File: config.mk
export PLATFORM = sky130hd
export DESIGN_NAME = counter_monitor
export DESIGN_NICKNAME = d
export VERILOG_FILES = /design/src/rtl/counter_monitor.sv
export SDC_FILE = /design/constraint.sdc
export NUM_CORES = 1
export LEC_CHECK = 0
export ABC_AREA = 1
export CAP_MARGIN = 20
export CORE_ASPECT_RATIO = 0.75
export CORE_MARGIN = 2
export CORE_UTILIZATION = 40
export CTS_CLUSTER_SIZE = 28
export DETAILED_ROUTE_END_ITERATION = 8
export GPL_ROUTABILITY_DRIVEN = 0
export MAX_ROUTING_LAYER = met4
export PLACE_DENSITY = 0.87
export RECOVER_POWER = 100
export SLEW_MARGIN = 20
export SYNTH_ARGS = -nofsm -noshare
export SYNTH_HDL_FRONTEND = slang
export SYNTH_SLANG_ARGS = --single-unit
File: constraint.sdc
create_clock -name clk -period 1.24 [get_ports clk]
set_input_delay 0.31 -clock clk [delete_from_list [all_inputs] [get_ports clk]]
set_output_delay 0.31 -clock clk [all_outputs]
set_load 0.005 [all_outputs]
File: src/rtl/counter_monitor.sv
// counter_monitor: watches a free-running up/down counter value and reports
// wrap events (max->0 and 0->max) plus a hysteresis alarm on the count level.
//
// Build option: define COUNTER_MONITOR_WRAPS_EN to enable the saturating
// wrap_count statistic and its clear input. Otherwise wrap_count is tied to 0
// and clear is ignored.
//
// Ports:
//   clk        clock, all state updates on the rising edge
//   rst        synchronous active-high reset
//   counter_in sampled count value (WIDTH bits)
//   thr_hi     alarm assert threshold (counter_in >= thr_hi)
//   thr_lo     alarm release threshold (counter_in <= thr_lo)
//   clear      synchronous clear of wrap_count
//   wrap_up    one-cycle pulse, upward wrap max->0 seen on the previous sample
//   wrap_down  one-cycle pulse, downward wrap 0->max seen on the previous sample
//   wrap_count saturating count of wrap events (WRAPS_W bits)
//   alarm      hysteresis alarm state
//   prev_out   previous sample of counter_in
module counter_monitor #(
    parameter int unsigned WIDTH   = 8,
    parameter int unsigned WRAPS_W = 4
) (
    input  logic               clk,
    input  logic               rst,
    input  logic [WIDTH-1:0]   counter_in,
    input  logic [WIDTH-1:0]   thr_hi,
    input  logic [WIDTH-1:0]   thr_lo,
    input  logic               clear,
    output logic               wrap_up,
    output logic               wrap_down,
    output logic [WRAPS_W-1:0] wrap_count,
    output logic               alarm,
    output logic [WIDTH-1:0]   prev_out
);

    localparam logic [WIDTH-1:0] VAL_MAX = '1;

    typedef enum logic {
        NORMAL = 1'b0,
        ALARM  = 1'b1
    } state_t;

    state_t state;
    state_t state_nxt;
    logic   prev_valid;
    logic   wrap_up_c;
    logic   wrap_down_c;

    // State register, sample history and registered wrap pulses.
    // Reset clears prev_valid so a max->0 caused by a shared reset never counts.
    always_ff @(posedge clk) begin
        if (rst) begin
            state      <= NORMAL;
            prev_out   <= '0;
            prev_valid <= 1'b0;
            wrap_up    <= 1'b0;
            wrap_down  <= 1'b0;
        end else begin
            state      <= state_nxt;
            prev_out   <= counter_in;
            prev_valid <= 1'b1;
            wrap_up    <= wrap_up_c;
            wrap_down  <= wrap_down_c;
        end
    end

    // Next-state and wrap detection; only the current state's condition is
    // evaluated, so overlapping thresholds toggle the alarm every cycle.
    always_comb begin
        state_nxt   = state;
        wrap_up_c   = prev_valid && (prev_out == VAL_MAX) && (counter_in == '0);
        wrap_down_c = prev_valid && (prev_out == '0) && (counter_in == VAL_MAX);
        case (state)
            NORMAL:  if (counter_in >= thr_hi) state_nxt = ALARM;
            ALARM:   if (counter_in <= thr_lo) state_nxt = NORMAL;
            default: state_nxt = NORMAL;
        endcase
    end

    assign alarm = (state == ALARM);

`ifdef COUNTER_MONITOR_WRAPS_EN
    localparam logic [WRAPS_W-1:0] CNT_MAX = '1;

    logic wrap_any_c;
    assign wrap_any_c = wrap_up_c | wrap_down_c;

    // Saturating wrap statistic; a wrap coinciding with clear counts as the first.
    always_ff @(posedge clk) begin
        if (rst) begin
            wrap_count <= '0;
        end else if (clear) begin
            wrap_count <= wrap_any_c ? WRAPS_W'(1) : '0;
        end else if (wrap_any_c && (wrap_count != CNT_MAX)) begin
            wrap_count <= wrap_count + WRAPS_W'(1);
        end
    end
`else
    logic unused_clear;
    assign unused_clear = clear;
    assign wrap_count   = '0;
`endif

endmodule

==> metrics.md <==
| Metric | Value |
|---|---|
| Xor and xnor area share after synthesis | `0%` |
| CP delay by family, top | `simple AND/OR/NAND/NOR gates` |
| Ranking of synthesized cells by area | `dfxtp_1 27%, ha_1 22%, inv_1 12%` |
| Cell Area, Placed | `0.00139 mm2` |
| Antenna-violating nets left | `0` |
| Clk root buf | `clkbuf_4` |
| Die X | `58.9 um` |
| Clk_lat worst skew | `290 ps` |
| Main synth FF type | `dfxtp_1` |
| Fin worst setup slack | `-65.2 ps` |
| #FFs+latches synth | `12` |
| Synth Warn # | `0` |
| Power density over cell area | `728 mW/mm2` |
| Crit path capture type | `flip-flop` |
| Status | `finished, violations left` |
| Worst Skew | `12.6 ps` |
| Leading area contributor after synthesis | `dfxtp_1` |
| Num Clock Sinks | `12` |
| Metal3 WL | `194 um` |
| Static leakage | `0.959 nW` |
| Ys async rst share | `0%` |
| Register area share after synthesis | `26.6%` |
| Worst path bufs/invs | `3` |
| Synth Area in Compound Gates | `6.92%` |
| First-pass GRT wire length | `3830 um` |
| Clock slew at reported path FFs | `90 ps` |
| Ports | `42` |
| Max-cap viol count | `0` |
| Max Fclk | `766 MHz` |
| CP Cell Sequence | `dlygate4sd2_1 -> inv_1 -> ha_4 -> inv_2 -> o21bai_1 -> nand2_1 -> nand2_1 -> nand2_1 -> nand2_1 -> nand2_1 -> a21oi_2` |
| Pins Over Slew Limit | `0` |
| CP Data Required Time | `1460 ps` |
| Final WL | `2960 um` |
| Worst Path Class, Setup | `in -> reg` |
| Cells after Synth | `122` |
| Post-synth EDFFs | `0` |
| Finished Core Util | `79.5%` |
| Multiplexer area fraction after synthesis | `0%` |
| Synthesized area per cell | `7.41 um2` |
| Vias in the first global route | `996` |
| VDD IR-drop max | `365 uV` |
| DP HPWL | `1960 um` |
| Worst Path Arrival | `1530 ps` |
| Slowest-stage cell, CP | `ha_4` |
| Max layer used | `met4` |
| CTS tree | `built` |
| Chip Height | `45.2 um` |
| Pin count of the biggest net entering global routing | `8` |
| ANT cells | `0` |
| Drt drc | `2` |
| Row cnt | `14` |
| Failing checks | `DRC, setup timing` |
| Fraction of layout cells with a size suffix above 1 | `37.2%` |
| GRT overflow | `0` |
| Core Region | `0.00207 mm2` |
| Period utilisation layout | `105%` |
| Largest family of logic cells by synthesized area | `simple AND/OR/NAND/NOR gates` |
| Finished Cell Area | `0.00164 mm2` |
| CTS max path bufs | `2` |
| Share of the synthesized area in the top cell type | `26.6%` |
| Post-synthesis cell type count | `22` |
| Adder-Cell Fraction of Synth Area | `22.1%` |
| Vias per Instance | `5.13` |
| Vias | `1047` |
| Drt pass-1 iters | `9` |
| Critical Path Fanout Max | `2` |
| WL/cell | `14.5 um` |
| Final setup violation count | `1` |
| Initial antenna violation count | `0` |
| Fin crit period | `1310 ps` |
| Initial drt markers | `27` |
| CTS H-tree lvls | `1` |
| Crit path launch type | `primary input` |
| Initial Utilization | `43.8%` |
| TritonCTS Buffers | `3` |
| Area Overhead vs Synth | `81.6%` |
| GR Util All Layers | `19.5%` |
| Most used cell, CP | `nand2_1` |
| CP max stage delay | `270 ps` |
| Post-Synth Simple-Gate Area | `26.0%` |
| Worst hold path type | `in -> reg` |
| M1 WL | `1290 um` |
| Die footprint | `0.00266 mm2` |
| # fillers | `138` |
| IO Port Bufs | `36` |
| Wire length on met2 | `1400 um` |
| Nets | `224` |
| Cell Area, Synth | `905 um2` |
| Final Hold Violating Endpoints | `0` |
==> synth_stat cells, types with 2 or more instances <==
master / count
a21oi_1: 5
buf_4: 4
dfxtp_1: 12
ha_1: 16
inv_1: 29
nand2_1: 18
nand3_1: 4
nand4_1: 5
nor2_1: 14
nor2_2: 2
nor4_2: 2
==> power by group <==
| group | internal (W) | switching [W] | total [W] | leakage, nW |
|---|---|---|---|---|
| Combinational | 0.000232 | 0.000219 | 0.000452 | 0.838 |
| Sequential | 0.000406 | 0.0000107 | 0.000417 | 0.100 |
| Clock | 0.000179 | 0.000148 | 0.000327 | 0.0210 |
==> metal layers <==
metal  vias up  GRT usage, %
li1        497             -
met1       494          19.9
met2        48          40.0
met3         8          2.01
met4         0          4.09
met5         -             -
==> placed cells by master, fill, tap and decap left out <==
cell type        instances
dlymetal6s2s_1          19
buf_4                   18
inv_1                   17
nor2_1                  14
inv_2                   13
dlygate4sd2_1           13
nand2_1                 12
ha_4                    11
dfxtp_1                 10
nand4_1                  5
nand3_1                  4
conb_1                   4
nand2_2                  3
a21oi_1                  3
nand2_4                  3
a21oi_2                  3
ha_1                     3
clkbuf_4                 3
clkbuf_2                 3
nor2_4                   2
ha_2                     2
dfxtp_2                  2
clkbuf_1                 2
clkinvlp_2               1
nand4_4                  1
nor3_1                   1
nor4_2                   1
nor4_1                   1
a21o_1                   1
o21bai_1                 1
o21a_1                   1
a31oi_1                  1
clkbuf_8                 1
clkdlybuf4s50_1          1
==> repair_timing <==
action,in CTS,in global routing
cloned,0,0
setup endpoints to repair,12,1
pin swaps,11,19
gates resized for setup,29,57
hold buffers,0,0
setup buffers,3,0
==> through the flow <==
step                      total power (W)  setup TNS, ps  hold WS [ps]  std cells  setup slack, ps
final                             0.00120          -65.2           476        204            -65.2
after global routing              0.00125          -74.3           492        204            -74.3
after CTS                         0.00108           -175           485        204             -175
after detailed placement         0.000775          -1410           491        197             -530
after global placement           0.000757          -1250           476        197             -459
after floorplan                  0.000585              0           435        125             86.2
==> sequential cells by signal (all words and copies together), names as in the netlist <==
register and cells:
alarm 1, wrap_up 1, prev_valid 1, prev_out 8
wrap_down 1
==> worst register-to-register path: stages (launching register included) <==
cell and delay, ps:
dfxtp_1 320, buf_4 140, nor2_1 100, nand3_1 80, nor4_1 300
==> cells by family (layout without fill, tap and decap cells) <==
kind of cell,after synthesis,in the layout
compound gates,10,10
fa+ha+maj,16,16
other cells,1,4
buf+inv,36,91
simple gates,47,47
flops,12,12
==> worst paths after layout <==
kind / slack (ps) / from / end / depth (start not counted)
min reg2reg: 500 / prev_valid / wrap_down / 2
min: 480 / counter_in[0] / wrap_down / 3
max reg2reg: 190 / prev_out[3] / wrap_down / 4
max: -70 / thr_lo[1] / alarm / 11
==> area by class of cell <==
type | instances | area, um2 | share of cell area (%)
multi-input combinational | 77 | 697 | 42.4
timing repair buffer | 56 | 519 | 31.6
sequential | 12 | 243 | 14.8
inverter | 31 | 118 | 7.16
clock buffer | 4 | 36.3 | 2.21
tap | 24 | 30.0 | 1.83
Power figures use the tool's default switching activity.
